**config.mk**
```make
export PLATFORM = sky130hd
export DESIGN_NAME = load_store_unit_flat
export DESIGN_NICKNAME = d
export VERILOG_FILES = /design/src/rtl/load_store_unit_if.sv /design/src/rtl/load_store_unit.sv /design/src/flat_wrapper.sv
export SDC_FILE = /design/constraint.sdc
export NUM_CORES = 1
export LEC_CHECK = 0
export ABC_AREA = 0
export CELL_PAD_IN_SITES_DETAIL_PLACEMENT = 2
export CELL_PAD_IN_SITES_GLOBAL_PLACEMENT = 2
export CORE_MARGIN = 8
export CORE_UTILIZATION = 22
export DETAILED_ROUTE_END_ITERATION = 8
export PLACE_DENSITY_LB_ADDON = 0.12
export SLEW_MARGIN = 20
export SYNTH_ARGS = -nofsm -noshare
export SYNTH_HDL_FRONTEND = slang
export SYNTH_SLANG_ARGS = --single-unit
export TNS_END_PERCENT = 50
```
**constraint.sdc**
```tcl
create_clock -name clk -period 1.5 [get_ports clk]
set_input_delay 0.3 -clock clk [delete_from_list [all_inputs] [get_ports clk]]
set_output_delay 0.3 -clock clk [all_outputs]
set_load 0.02 [all_outputs]
```
**src/rtl/load_store_unit_if.sv**
```systemverilog
// Data-memory bus between the load/store unit (master) and data memory (slave).
// Request fields are held stable by the master until mem_ack.
interface load_store_unit_if #(
    parameter int WORD_LENGTH = 32
);
    logic                   mem_req;
    logic                   mem_we;
    logic [WORD_LENGTH-1:0] mem_addr;
    logic [3:0]             mem_be;
    logic [WORD_LENGTH-1:0] mem_wdata;
    logic                   mem_ack;
    logic [WORD_LENGTH-1:0] mem_rdata;

    modport master (
        output mem_req, mem_we, mem_addr, mem_be, mem_wdata,
        input  mem_ack, mem_rdata
    );

    modport slave (
        input  mem_req, mem_we, mem_addr, mem_be, mem_wdata,
        output mem_ack, mem_rdata
    );
endinterface

```
**src/rtl/load_store_unit.sv**
```systemverilog
// Memory-access stage: req/ack handshake with data memory, byte-lane steering,
// byte enables, load extension, and fault reporting (misaligned, bad funct3, timeout).
module load_store_unit #(
    parameter int WORD_LENGTH = 32,
    parameter int TIMEOUT     = 255
) (
    input  logic                   clk,
    input  logic                   rst,
    input  logic                   start,
    input  logic                   is_store,
    input  logic [2:0]             funct3,
    input  logic [WORD_LENGTH-1:0] addr,
    input  logic [WORD_LENGTH-1:0] store_data,
    output logic                   busy,
    output logic                   done,
    output logic [WORD_LENGTH-1:0] load_data,
    output logic                   fault,
    output logic [1:0]             fault_cause,
    load_store_unit_if.master      mem
);
    typedef enum logic [1:0] {IDLE, REQ, RESP, FAULT} state_t;

    localparam int CW = (TIMEOUT > 1) ? $clog2(TIMEOUT + 1) : 1;
    localparam logic [CW-1:0] TO_LAST = (TIMEOUT > 0) ? CW'(TIMEOUT - 1) : '0;

    state_t state, state_nxt;

    logic [CW-1:0]          to_cnt;
    logic                   st_r;
    logic [2:0]             f3_r;
    logic [1:0]             off_r;
    logic [WORD_LENGTH-1:0] addr_r;
    logic [3:0]             be_r;
    logic [WORD_LENGTH-1:0] wdata_r;

    logic                   illegal;
    logic                   misaligned;
    logic                   timeout_hit;
    logic [3:0]             be_nxt;
    logic [WORD_LENGTH-1:0] wdata_nxt;
    logic [7:0]             ld_byte;
    logic [15:0]            ld_half;
    logic [WORD_LENGTH-1:0] ld_ext;

    // Request decode on the raw inputs; only meaningful while IDLE with start.
    always_comb begin
        if (is_store) illegal = funct3[2] || (funct3[1:0] == 2'b11);
        else          illegal = (funct3[1:0] == 2'b11) || (funct3 == 3'b110);
        misaligned = ((funct3[1:0] == 2'b01) && addr[0]) ||
                     ((funct3[1:0] == 2'b10) && (addr[1:0] != 2'b00));
        case (funct3[1:0])
            2'b00:   be_nxt = 4'b0001 << addr[1:0];
            2'b01:   be_nxt = 4'b0011 << addr[1:0];
            default: be_nxt = 4'b1111;
        endcase
        wdata_nxt = '0;
        if (is_store) begin
            case (funct3[1:0])
                2'b00:   wdata_nxt = {4{store_data[7:0]}};
                2'b01:   wdata_nxt = {2{store_data[15:0]}};
                default: wdata_nxt = store_data;
            endcase
        end
    end

    // Lane extraction uses the latched offset, since addr may have moved on.
    always_comb begin
        ld_byte = mem.mem_rdata[{off_r, 3'b000} +: 8];
        ld_half = mem.mem_rdata[{off_r[1], 4'b0000} +: 16];
        case (f3_r)
            3'b000:  ld_ext = {{24{ld_byte[7]}}, ld_byte};
            3'b001:  ld_ext = {{16{ld_half[15]}}, ld_half};
            3'b100:  ld_ext = {24'd0, ld_byte};
            3'b101:  ld_ext = {16'd0, ld_half};
            default: ld_ext = mem.mem_rdata;
        endcase
    end

    assign timeout_hit = (TIMEOUT > 0) && (to_cnt == TO_LAST);

    always_ff @(posedge clk) begin
        if (rst) state <= IDLE;
        else     state <= state_nxt;
    end

    always_comb begin
        state_nxt   = state;
        busy        = (state != IDLE);
        done        = (state == RESP);
        fault       = (state == FAULT);
        mem.mem_req = (state == REQ);
        mem.mem_we  = (state == REQ) && st_r;
        case (state)
            IDLE: begin
                if (start) state_nxt = (illegal || misaligned) ? FAULT : REQ;
            end
            REQ: begin
                // Ack wins over a timeout reached in the same cycle.
                if (mem.mem_ack)      state_nxt = RESP;
                else if (timeout_hit) state_nxt = FAULT;
            end
            RESP:    state_nxt = IDLE;
            FAULT:   state_nxt = IDLE;
            default: state_nxt = IDLE;
        endcase
    end

    always_ff @(posedge clk) begin
        if (rst) begin
            to_cnt      <= '0;
            st_r        <= 1'b0;
            f3_r        <= 3'b000;
            off_r       <= 2'b00;
            addr_r      <= '0;
            be_r        <= 4'b0000;
            wdata_r     <= '0;
            load_data   <= '0;
            fault_cause <= 2'b00;
        end else begin
            case (state)
                IDLE: begin
                    to_cnt <= '0;
                    if (start) begin
                        st_r  <= is_store;
                        f3_r  <= funct3;
                        off_r <= addr[1:0];
                        if (illegal)         fault_cause <= 2'b10;
                        else if (misaligned) fault_cause <= 2'b01;
                        else begin
                            addr_r  <= {addr[WORD_LENGTH-1:2], 2'b00};
                            be_r    <= be_nxt;
                            wdata_r <= wdata_nxt;
                        end
                    end
                end
                REQ: begin
                    if (mem.mem_ack) begin
                        if (!st_r) load_data <= ld_ext;
                    end else if (timeout_hit) begin
                        fault_cause <= 2'b11;
                    end else begin
                        to_cnt <= to_cnt + 1'b1;
                    end
                end
                default: ;
            endcase
        end
    end

    assign mem.mem_addr  = addr_r;
    assign mem.mem_be    = be_r;
    assign mem.mem_wdata = wdata_r;
endmodule
```
**src/flat_wrapper.sv**
```systemverilog
// flat-port wrapper written by rule: the top's interface ports become plain ports
module load_store_unit_flat 
#(
    parameter int WORD_LENGTH = 32,
    parameter int TIMEOUT     = 255
)
  (clk, rst, start, is_store, funct3, addr, store_data, busy, done, load_data, fault, fault_cause, mem_mem_req, mem_mem_we, mem_mem_addr, mem_mem_be, mem_mem_wdata, mem_mem_ack, mem_mem_rdata);
  load_store_unit_if #(.WORD_LENGTH(WORD_LENGTH)) mem_i ();
  input  logic clk;
  input  logic rst;
  input  logic start;
  input  logic is_store;
  input  logic [2:0] funct3;
  input  logic [WORD_LENGTH-1:0] addr;
  input  logic [WORD_LENGTH-1:0] store_data;
  output logic busy;
  output logic done;
  output logic [WORD_LENGTH-1:0] load_data;
  output logic fault;
  output logic [1:0] fault_cause;
  output wire logic [$bits(mem_i.mem_req)-1:0] mem_mem_req;
  output wire logic [$bits(mem_i.mem_we)-1:0] mem_mem_we;
  output wire logic [$bits(mem_i.mem_addr)-1:0] mem_mem_addr;
  output wire logic [$bits(mem_i.mem_be)-1:0] mem_mem_be;
  output wire logic [$bits(mem_i.mem_wdata)-1:0] mem_mem_wdata;
  input wire logic [$bits(mem_i.mem_ack)-1:0] mem_mem_ack;
  input wire logic [$bits(mem_i.mem_rdata)-1:0] mem_mem_rdata;
  assign mem_mem_req = mem_i.mem_req;
  assign mem_mem_we = mem_i.mem_we;
  assign mem_mem_addr = mem_i.mem_addr;
  assign mem_mem_be = mem_i.mem_be;
  assign mem_mem_wdata = mem_i.mem_wdata;
  assign mem_i.mem_ack = mem_mem_ack;
  assign mem_i.mem_rdata = mem_mem_rdata;
  load_store_unit #(.WORD_LENGTH(WORD_LENGTH), .TIMEOUT(TIMEOUT)) u_core (.clk(clk), .rst(rst), .start(start), .is_store(is_store), .funct3(funct3), .addr(addr), .store_data(store_data), .busy(busy), .done(done), .load_data(load_data), .fault(fault), .fault_cause(fault_cause), .mem(mem_i));
endmodule
```
Word-level counts from Yosys, hierarchy flattened

Cells that the tools add are included.

Add/subtract/negate cells: 1
Equal/unequal tests: 17
Shift operators: 4
Multiplexer cells: 18
Bitwise gates (word level): 3
Reduce and logical (&&, ||, !) cells: 20

Operators with widths:

| kind                                           | number |
|---|---|
| case mux 32 bit (4 select lines)               | 1 |
| case mux 32 bit (2 select lines)               | 1 |
| two-way mux 32 bit                             | 1 |
| variable part select 32 x 6 -> 16 bit          | 1 |
| variable part select 32 x 6 -> 8 bit           | 1 |
| two-way mux 2 bit                              | 8 |
| two-way mux 8 bit                              | 2 |
| case mux 8 bit (2 select lines)                | 1 |
| == test 3 bit (second input constant)          | 3 |
| adder 8 x 1 -> 8 bit (second input constant)   | 1 |
| == test 2 bit (second input constant)          | 4 |
| == test 8 bit (second input constant)          | 1 |
| case mux 4 bit (2 select lines)                | 1 |
| != test 2 bit (second input constant)          | 3 |
| != test 3 x 1 -> 1 bit (second input constant) | 2 |
| case mux 2 bit (3 select lines)                | 1 |
| AND reduction 3 bit                            | 2 |
| nonzero test 2 bit                             | 3 |
| AND reduction 5 bit                            | 1 |
| == test 2 x 1 -> 1 bit (second input constant) | 2 |
| zero test 2 bit                                | 2 |
| logical OR 1 bit                               | 4 |
| case mux 2 bit (2 select lines)                | 1 |
| AND reduction 2 bit                            | 2 |
| other kinds (10)                               | 14 |

Bits in registers: 116
Input port bits: 104
Output and inout bits: 107
Word-level logic and storage cells: 73

Longest topological paths before layout

Depth in word-level cells: 7
Depth in mapped cells: 7
Gate-level depth less buffers: 6

Least setup slack after synthesis

Ideal clock, no wire load.

Path type: register to register
Start point: register u_core.to_cnt[0]
End point: register u_core.to_cnt[7]
Setup time: 70 ps
Arrival: 1,509 ps
Slack: -79 ps
Stages on the path, launching flop included: 7
Buffers on the path: 0
Clock period less this slack: 1,579 ps
Path through: dfxtp_1 -> inv_1 -> ha_1 -> nand4_1 -> o21ai_1 -> or4_1 -> a21oi_1

Word-level cells in the longest chain between the ends: 4
Elaborated cells between the ends (all ways): 7
Those cells by class: add/sub (1); eq/ne (2); mux (3); reduce/logical (1)

Ends and longest elaborated chain:

| item                            | line                   | text |
|---|---|---|
| start, declared                 | load_store_unit.sv:28  | `logic [CW-1:0] to_cnt;` |
| start signal, assigned          | load_store_unit.sv:142 | `to_cnt <= to_cnt + 1'b1;` |
| adder 8 x 1 -> 8 bit            | load_store_unit.sv:142 |  |
| two-way mux 8 bit               | load_store_unit.sv:139 | `end else if (timeout_hit) begin` |
| two-way mux 8 bit               | load_store_unit.sv:137 | `if (mem.mem_ack) begin` |
| case mux 8 bit (2 select lines) | load_store_unit.sv:120 | `case (state)` |

Several ways; a longest one is shown, not always the timed one. The select of a mux whose other input is x is not followed.
A chain may end at the register's enable or synchronous reset.

Final worst setup path

Start point: register u_core.state[0]
End point: register u_core.addr_r[10] (netlist: u_core.mem.mem_addr[10])

Word-level cells in the longest chain between the ends: 2

Ends and longest elaborated chain:

| item                                 | line                   | text |
|---|---|---|
| start, declared                      | load_store_unit.sv:26  | `state_t state, state_nxt;` |
| start signal, assigned               | load_store_unit.sv:83  | `else state <= state_nxt;` |
| zero test 2 bit                      | load_store_unit.sv:120 |  |
| AND reduction 4 bit (no source line) | -                      |  |
| end signal, assigned                 | load_store_unit.sv:130 | `addr_r <= {addr[WORD_LENGTH-1:2], 2'b00};` |
| end, declared                        | load_store_unit.sv:32  | `logic [WORD_LENGTH-1:0] addr_r;` |

Every way passes these cells.

==> results by group <==
Clocking
  – CTS Sinks: 116
  – CTS tree: built
  – Clock buffer depth: 2
  – CTS buffer count: 17
  – CTS H-Tree Depth: 4
  – Worst-skew pair later-pin latency: 420 ps
  – CTS root buf: clkbuf_16
  – Hold-fix buffers, CTS: 0
  – Clock slew at reported path FFs: 50 ps

Place
  – Hpwl dp: 18700 um
  – Routability cong.: 0.760
  – Post-DP Area: 0.00852 mm^2
  – I/O Buffers: 208
  – DP Worst Slack: -655 ps
  – Dpl cells: 1230

STA
  – Setup TNS: -2370 ps
  – Period Utilization, post-route: 106%
  – Worst slew pin tran: 765 ps
  – Setup Skew: 12.8 ps
  – Fin. max-slew vios: 0
  – Rel. slew slack: 49.0%
  – RSZ-0062 raised after global routing: true
  – Final setup fails: 59
  – Final Hold Vio Count: 0
  – Setup ws final: -83.6 ps
  – Final Critical Period: 1580 ps
  – FMAX: 631 MHz

Die
  – I/O Pins: 211
  – Die area: 0.0301 mm^2
  – Initial Util: 22.5%
  – Die X: 174 um
  – Num rows: 57
  – Die H: 174 um
  – Area of the core: 0.0243 mm^2

Yosys
  – Cell Area, Synth: 0.00546 mm^2
  – Yosys reg bits: 116
  – Top_reg_cell synth: dfxtp_1
  – Syn. warnings: 0
  – Yosys cell types: 52
  – Ys async rst share: 0%
  – Mean post-synth cell area: 8.36 um^2
  – Post-synth EDFFs: 0
  – Cells after synthesis: 653
  – Sequential fraction of the synthesis area: 42.5%

Drt
  – Pre-antenna DRT Iters: 4
  – 1st-iter DRT viols: 202
  – Vias per cell: 4.69
  – Remaining DRCs: 0
  – Wire per inst: 20.5 um
  – DR vias: 6077
  – WL final: 26600 um
  – Antenna viol nets, final: 0

Worst hold path
  – Hold WC Path Type: in2reg
  – Hold Crit Start: rst

Worst setup path
  – Max FO, Critical Path: 8
  – CP arrival: 1850 ps
  – CP Data Required Time: 1770 ps
  – Crit. End Element: flop
  – Type of origin of the critical path: flop
  – WS Path Type: reg2reg
  – Setup crit start: u_core.state[0]
  – Worst reg2reg startpoint: u_core.state[0]

Layout
  – Most frequent cells in the layout: dfxtp_1, clkdlybuf4s50_1, dlygate4sd2_1, buf_4, nand2_1
  – Area grow syn2layout: 87.4%
  – Final Instance Area: 0.0102 mm^2
  – Final non-filler cell total: 1297
  – Layout fillers: 2622
  – Nets: 1065
  – Ratio of cells with drive above 1 in the final layout: 37.0%
  – Commonest non-fill, non-tap cell in the layout: dfxtp_1
  – Register area: 0.00234 mm^2
  – Footprint of the multi-input gates: 0.00359 mm^2

Flow run
  – Max-cap viol count: 0

Global route
  – Total grt overflow: 0
  – First-pass GRT wire length: 40300 um
  – Vias in the first global route: 6922
  – Total GRT Usage: 16.8%
  – Initial antenna violation count: 1
  – Largest net degree at the start of global routing: 54

Pwr
  – Max rail drop VDD: 598 uV
  – Tot Pwr: 0.00936 W
  – Static leakage: 4.09 nW
  – Pwr dens: 915 mW/mm^2

Status
  – Failing checks: setup timing
  – Status: complete, but fails checks
==> sequential cells by signal, indices dropped and copies added, names as in the netlist <==
register,count
u_core.load_data,32
u_core.mem.mem_wdata,32
u_core.mem.mem_addr,30
u_core.to_cnt,8
u_core.mem.mem_be,4
u_core.f3_r,3
u_core.fault_cause,2
u_core.off_r,2
u_core.state,2
u_core.st_r,1
==> critical path, cell delays in order, from the launching register on <==
cell and delay, ps:
dfxtp_4 350, buf_6 130, nor3b_4 170, buf_6 160, o21ai_4 140, buf_6 190
buf_12 150, nand2_2 80, a21oi_2 60
==> timing repair <==
item | CTS | global route
pin swaps | 27 | 73
gates resized for setup | 185 | 200
setup endpoints to repair | 212 | 122
setup buffers | 12 | 18
gates cloned | 5 | 5
endpoints found under the hold margin | 0 | 0
==> layer usage <==
layer | part of all wire (%) | up-vias | global-route usage [%]
li1 | - | 2914 | -
met5 | 0 | - | 0
met3 | 6.1 | 16 | 5.75
met2 | 51 | 128 | 30.1
met4 | 1.1 | 0 | 4.24
met1 | 41 | 3019 | 18.8
==> cell families after synthesis <==
family                     synth area share [%]
and+or+nand+nor                            23.9
AOI/OAI and AO/OA                          19.6
DFF                                        42.5
buffers and inverters                      5.93
muxes                                      7.40
adders and majority gates                 0.458
other                                    0.0687
xor gates and xnor gates                  0.160
==> where the power goes <==
group | switching [W] | internal (W)
Combinational | 0.00109 | 0.00107
Clock | 0.00157 | 0.00231
Sequential | 0.0000998 | 0.00322
==> synthesized netlist by cell type (2+ instances only) <==
master	n	area [um^2]
nand3b_1	16	120
o31ai_1	17	128
or3_1	6	37.5
or4_1	2	15.0
nand3_1	20	100
o21ai_0	13	65.1
buf_6	5	56.3
a22o_1	2	17.5
ha_1	2	25.0
o211ai_1	2	15.0
buf_1	2	7.51
nor3b_1	4	30.0
nor4_1	2	12.5
a22oi_1	12	90.1
nand2b_1	7	43.8
and2_1	2	12.5
mux2_2	33	372
dfxtp_1	116	2320
inv_1	10	37.5
a2111oi_0	3	26.3
buf_4	10	75.1
buf_2	13	65.1
nand2_1	119	447
and2b_1	2	15.0
nor2b_1	10	62.6
a311oi_1	4	35.0
clkbuf_1	22	82.6
a21oi_1	73	365
nor2_1	61	229
nor3_1	14	70.1
nand4_1	2	12.5
a211oi_1	27	203
==> metrics by stage <==
stage               utilization, %  hold slack, ps
floorplan                        -             436
global placement              35.0             440
detailed placement            35.0             450
CTS                           38.5             159
global route                  42.1             184
finish                        42.1             171
==> area by class of cell <==
class / instances / share of cell area (%)
clock buffer: 19 / 4.33
antenna: 1 / 0.0245
sequential: 116 / 22.9
clock inverter: 13 / 1.09
multi-input combinational: 478 / 35.1
tap: 324 / 3.96
inverter: 10 / 0.367
timing repair buffer: 336 / 32.3
==> path summary, 6_finish.rpt <==
check / end / slack, ps / cells after the start
worst min register to register: u_core.mem.mem_wdata[19] / 460 / 2
worst max-delay path: u_core.mem.mem_addr[10] / -80 / 8
worst max register to register: u_core.mem.mem_addr[10] / -80 / 8
worst min-delay path: u_core.to_cnt[1] / 170 / 2
Power figures use the tool's default switching activity.
